[config.mk]
export PLATFORM = sky130hd
export DESIGN_NAME = triangle_loader
export DESIGN_NICKNAME = d
export VERILOG_FILES = /design/src/rtl/triangle_loader.sv
export SDC_FILE = /design/constraint.sdc
export NUM_CORES = 1
export LEC_CHECK = 0
export CAP_MARGIN = 20
export CORE_UTILIZATION = 50
export CTS_CLUSTER_SIZE = 40
export DETAILED_ROUTE_END_ITERATION = 10
export PLACE_DENSITY_LB_ADDON = 0.12
export SLEW_MARGIN = 10
export SYNTH_ARGS = -nofsm -noshare
export SYNTH_HDL_FRONTEND = slang
export SYNTH_SLANG_ARGS = --single-unit
export TNS_END_PERCENT = 1
[constraint.sdc]
create_clock -name clk -period 2.8 [get_ports clk]
set_input_delay 0.42 -clock clk [delete_from_list [all_inputs] [get_ports clk]]
set_output_delay 0.42 -clock clk [all_outputs]
set_load 0.005 [all_outputs]
[src/rtl/triangle_loader.sv]
// Triangle packet loader: parses A5 | count_hi | count_lo | payload | chk from a
// byte stream, assembles fixed-size triangle records and writes each one to the
// triangle memory. Commits the triangle count only when the checksum matches.
module triangle_loader #(
  parameter int N_TRIS    = 968,
  parameter int TRI_BYTES = 42,
  parameter int ADDR_W    = $clog2(N_TRIS)
) (
  input  logic                   clk,
  input  logic                   rst_n,
  input  logic [7:0]             in_data,
  input  logic                   in_valid,
  output logic                   in_ready,
  output logic                   mem_we,
  output logic [ADDR_W-1:0]      mem_addr,
  output logic [8*TRI_BYTES-1:0] mem_wdata,
  output logic [15:0]            tri_count,
  output logic                   load_done,
  output logic                   load_error,
  output logic                   busy
);

  localparam int          BYTE_W    = (TRI_BYTES > 1) ? $clog2(TRI_BYTES) : 1;
  localparam logic [7:0]  SYNC      = 8'hA5;
  localparam logic [15:0] MAX_COUNT = 16'(N_TRIS);
  localparam logic [BYTE_W-1:0] LAST_BYTE = BYTE_W'(TRI_BYTES - 1);

  typedef enum logic [2:0] {
    IDLE,
    CNT_HI,
    CNT_LO,
    PAYLOAD,
    CHECK,
    DONE
  } state_t;

  state_t              state_q, state_d;
  logic [15:0]         count_q, count_d;
  logic [7:0]          xor_q, xor_d;
  logic [BYTE_W-1:0]   byte_idx_q, byte_idx_d;
  logic [15:0]         rec_q, rec_d;
  logic                mem_we_q, mem_we_d;
  logic [ADDR_W-1:0]   mem_addr_q, mem_addr_d;
  logic [15:0]         tri_count_q, tri_count_d;
  logic                load_done_q, load_done_d;
  logic                load_error_q, load_error_d;
  logic                busy_q;
  logic                accept;
  logic                payload_take;
  logic [15:0]         new_count;

  // The stream stalls during the commit cycle and while a record write is on the bus,
  // which keeps mem_wdata/mem_addr stable for the whole write strobe.
  assign in_ready     = (state_q != DONE) && !mem_we_q;
  assign accept       = in_valid && in_ready;
  assign payload_take = accept && (state_q == PAYLOAD);
  assign new_count    = {count_q[15:8], in_data};

  // State register
  always_ff @(posedge clk) begin
    if (!rst_n) state_q <= IDLE;
    else        state_q <= state_d;
  end

  // Next-state and next-value logic for the packet parser
  always_comb begin
    state_d      = state_q;
    count_d      = count_q;
    xor_d        = xor_q;
    byte_idx_d   = byte_idx_q;
    rec_d        = rec_q;
    mem_we_d     = 1'b0;
    mem_addr_d   = mem_we_q ? mem_addr_q + ADDR_W'(1) : mem_addr_q;
    tri_count_d  = tri_count_q;
    load_done_d  = 1'b0;
    load_error_d = 1'b0;

    unique case (state_q)
      IDLE: begin
        if (accept && in_data == SYNC) begin
          state_d    = CNT_HI;
          xor_d      = '0;
          byte_idx_d = '0;
          rec_d      = '0;
          mem_addr_d = '0;
        end
      end

      CNT_HI: begin
        if (accept) begin
          count_d = {in_data, 8'h00};
          xor_d   = xor_q ^ in_data;
          state_d = CNT_LO;
        end
      end

      CNT_LO: begin
        if (accept) begin
          count_d = new_count;
          xor_d   = xor_q ^ in_data;
          if (new_count > MAX_COUNT) begin
            load_error_d = 1'b1;
            state_d      = IDLE;
          end else if (new_count == 16'd0) begin
            state_d = CHECK;
          end else begin
            state_d = PAYLOAD;
          end
        end
      end

      PAYLOAD: begin
        if (accept) begin
          xor_d = xor_q ^ in_data;
          if (byte_idx_q == LAST_BYTE) begin
            byte_idx_d = '0;
            mem_we_d   = 1'b1;
            rec_d      = rec_q + 16'd1;
            if (rec_q + 16'd1 == count_q) state_d = CHECK;
          end else begin
            byte_idx_d = byte_idx_q + BYTE_W'(1);
          end
        end
      end

      CHECK: begin
        if (accept) begin
          if (in_data == xor_q) begin
            state_d     = DONE;
            load_done_d = 1'b1;
            tri_count_d = count_q;
          end else begin
            load_error_d = 1'b1;
            state_d      = IDLE;
          end
        end
      end

      DONE: state_d = IDLE;

      default: state_d = IDLE;
    endcase
  end

  // Datapath and registered outputs
  always_ff @(posedge clk) begin
    if (!rst_n) begin
      count_q      <= '0;
      xor_q        <= '0;
      byte_idx_q   <= '0;
      rec_q        <= '0;
      mem_we_q     <= 1'b0;
      mem_addr_q   <= '0;
      tri_count_q  <= '0;
      load_done_q  <= 1'b0;
      load_error_q <= 1'b0;
      busy_q       <= 1'b0;
    end else begin
      count_q      <= count_d;
      xor_q        <= xor_d;
      byte_idx_q   <= byte_idx_d;
      rec_q        <= rec_d;
      mem_we_q     <= mem_we_d;
      mem_addr_q   <= mem_addr_d;
      tri_count_q  <= tri_count_d;
      load_done_q  <= load_done_d;
      load_error_q <= load_error_d;
      busy_q       <= (state_d != IDLE);
    end
  end

  // One byte lane per record byte; byte k of a record lands in lane k
  for (genvar gi = 0; gi < TRI_BYTES; gi++) begin : g_rec_byte
    logic [7:0] lane_q;

    // Capture the stream byte when it is byte gi of the current record
    always_ff @(posedge clk) begin
      if (!rst_n)                                            lane_q <= '0;
      else if (payload_take && byte_idx_q == BYTE_W'(gi))    lane_q <= in_data;
    end

    assign mem_wdata[8*gi +: 8] = lane_q;
  end

  assign mem_we     = mem_we_q;
  assign mem_addr   = mem_addr_q;
  assign tri_count  = tri_count_q;
  assign load_done  = load_done_q;
  assign load_error = load_error_q;
  assign busy       = busy_q;

endmodule

==> key figures <==
Routing
  – Via-to-Cell Ratio: 5.415
  – Post-route DRC: 0
  – Routed wire length: 49830 microns
  – Detail Route Antenna Nets: 0
  – Routed len/inst: 19.75 microns
  – First-pass detailed-route iteration total: 6
  – Vias: 13660
  – First DRT Iteration DRCs: 917

Critical path
  – CP delay by family, top: buffers and inverters
  – Worst path required time: 2.38 ns
  – CP Cell Sequence: clkinv_1, a31oi_1, clkdlybuf4s50_1
  – Maximum fanout along the worst path: 10
  – CP max-delay cell: clkdlybuf4s50_1
  – Worst Path Arrival: 2.20 ns
  – Critical path class: register to primary output
  – Critical path buffers and inverters: 2
  – CP startpoint: state_q[1]
  – Worst setup SP type: register
  – Worst setup EP type: primary output
  – RR Startpoint: mem_we
  – Max stage delay on crit path: 0.57 ns

STA
  – Setup WS post-layout: 0.1758 ns
  – Period utilization: 93.72%
  – Slew Limit Fails: 0
  – Relative slew slack: approximately 54%
  – Endpoints failing setup: 0
  – Maximum clock frequency: around 0.38 GHz
  – Post-Route Skew: 0.01696 ns
  – Min Tclk post-route: 2.624 ns
  – Fin. Hold Viols: 0
  – Setup TNS: 0 ns
  – RSZ-0062 raised after global routing: no
  – Worst-margin pin slew: 0.6832 ns

Synth
  – Asr flop ratio synth: 0%
  – Top FF cell, synth: dfxtp_1
  – Yosys top cell area share: 51.20%
  – Post-synthesis cell type count: 63
  – Synth Area per Inst: 9.418 sq um
  – Post-synth top area cell: dfxtp_1
  – Synth area leaders: dfxtp_1 (51%), mux2i_1 (18%), nor2_1 (9.3%), a21oi_1 (3.2%), nand2_1 (2.2%)
  – Post-synth EDFFs: 0
  – Mapped Nets: 1740
  – Register bit total from synthesis: around 420
  – Post-Syn Instances: between 1500 and 2000
  – Sequential fraction of the synthesis area: roughly half
  – Syn Std Cell Area: 16230 sq um
  – Yosys warns: 0

CTS
  – TritonCTS clock tree: yes
  – Max clock buf depth: 3
  – Root buffer cell: clkbuf_16
  – Inserted Clock Buffers: 43
  – H-tree levels: 2
  – Post-CTS sizing: 0
  – Clock Latency Late Sink: ~0.54 ns
  – Clock-pin slew on the worst setup and hold paths: 0.06 ns
  – Hold_buf cts: 0
  – Clk sinks: around 420
  – Post-CTS Setup Inserts: 0

Job
  – Maxcap violations: 0

Power and ir drop
  – Peak VDD IR: 0.6472 mV
  – Leakage power: 0.008731 uW
  – PwrDens: 550.7 nW/um^2
  – Total chip power: ~12000 uW

Die
  – Die height: between 150 and 200 microns
  – Die Area: 33180 sq um
  – Top-Level Pins: roughly 380
  – Initial Utilization: slightly above 50%
  – Cell row count: 65
  – Die width: 182.2 microns
  – Core Box Area: approximately 32000 sq um

Placement
  – DP Worst Slack: -0.1387 ns
  – Final GP Congestion: 0.9102
  – IO Port Bufs: 377
  – Post-DP HPWL: 33540 microns

GRT
  – First-pass GRT wire length: 76400 microns
  – Largest net degree at the start of global routing: 94
  – Number of global-route vias before repair: ~13000
  – Initial antenna violation count: 0
  – GR Overflow Total: 0
  – GRT Total Usage: between 20% and 30%

Hold path
  – Hold wc startpoint: in_data[7]
  – Worst min-delay path class: primary input to register

Cells and area
  – Final core utilization: 69.27%
  – Layout cells sized above 1: under 10%
  – NumNets Final: 2106
  – Filler instances: 2532
  – Area grow syn2layout: 35.39%
  – N_diodes: 0

Run status
  – Status: finished clean
## final timing paths
path	end	slack, ns	depth (start not counted)
max	in_ready	0.18	3
min	count_q[7]	0.23	3
max reg2reg	g_rec_byte[13].lane_q[3]	0.24	6
min reg2reg	g_rec_byte[41].lane_q[7]	0.45	2
## worst min-delay path, stage by stage
cell and delay [ns]:
buf_2 0.16, nand2_1 0.07, a21oi_1 0.05
## placed cells by master, fill, tap and decap left out, types with 18 or more instances in the layout
cell type / n
dfxtp_1: 415
nor2_1: 400
clkdlybuf4s50_1: 369
mux2i_1: 291
a21oi_1: 105
nand2_1: 93
buf_4: 58
nand3_1: 51
clkbuf_16: 43
nand4_1: 20
xnor2_1: 18
xor2_1: 18
## per-layer routing
layer  part of all wire, %  global-route usage (%)  routed length (microns)  vias up
met4                   3.7                   10.96                     1864        0
met3                   7.8                   8.122                     3863      113
met1                    41                   35.29                    20380     6544
met2                    48                   49.66                    23720      456
met5                     0                       0                        0        -
li1                      -                       -                        -     6548
## stage by stage
step	instances	cell area, sq um	hold slack [ns]
2_1_floorplan	1723	16230	0.4527
3_3_place_gp	2446	20580	0.4435
3_5_place_dp	2446	20580	0.4490
4_1_cts	2523	21970	0.2196
5_1_grt	2523	21970	0.2413
6_report	2523	21970	0.2317
## final cells by class
cell class                      instances  area (sq um)  area share [%]
Timing Repair Buffer                  443          4329           19.71
Tap cell                              402         503.0           2.289
Sequential cell                       415          8308           37.82
Inverter                               12         52.55          0.2392
Clock inverter                         11         138.9          0.6322
Clock buffer                           66          1252           5.701
Multi-Input combinational cell       1174          7386           33.62
## power by group
| part | leakage, uW | total (uW) | internal, uW | switching, uW |
|---|---|---|---|---|
| clock | 0.000678 | 5660 | 3350 | 2310 |
| sequential | 0.00334 | 5960 | 5930 | 29.3 |
| combinational | 0.00471 | 476 | 129 | 347 |
| total | 0.00873 | 12100 | 9410 | 2690 |
## Yosys cell counts, types with 3 or more instances
| master | instances |
|---|---|
| nor2_1 | 400 |
| nor4_1 | 5 |
| nand3_2 | 15 |
| nand4_1 | 20 |
| a21oi_1 | 105 |
| nor4_2 | 5 |
| nand2b_1 | 8 |
| and3_1 | 5 |
| nor3_1 | 7 |
| o31ai_1 | 4 |
| nor2b_1 | 14 |
| xnor2_1 | 18 |
| buf_1 | 13 |
| and4_1 | 3 |
| xor2_1 | 18 |
| ha_1 | 6 |
| clkbuf_1 | 87 |
| or3_1 | 7 |
| nor2_4 | 5 |
| inv_1 | 9 |
| a22oi_1 | 6 |
| o21ai_0 | 16 |
| nand3_1 | 51 |
| nand4b_1 | 3 |
| nand2_1 | 93 |
| nor2_2 | 11 |
| o21ai_1 | 11 |
| buf_2 | 19 |
| mux2i_1 | 291 |
| nand3b_1 | 6 |
| dfxtp_1 | 415 |
## flip-flops by register name, indices dropped and copies added (netlist names)
name	count
load_done	1
state_q	3
byte_idx_q	6
xor_q	8
mem_we	1
rec_q	16
g_rec_byte.lane_q	336
tri_count	16
load_error	1
mem_addr	10
busy	1
count_q	16
## kinds of logic (layout without fill, tap and decap cells)
kind of cell | after synthesis | count (layout) | share of synthesized area [%]
AO/OA/AOI/OAI | 164 | 164 | 5.706
XOR/XNOR | 36 | 36 | 1.943
adder cells (fa/ha/maj) | 6 | 6 | 0.4626
buffers and inverters | 134 | 532 | 3.339
flip-flops | 415 | 415 | 51.20
multiplexers | 291 | 291 | 17.95
AND/OR/NAND/NOR | 677 | 677 | 19.40
(Power assumes the default switching activity.)
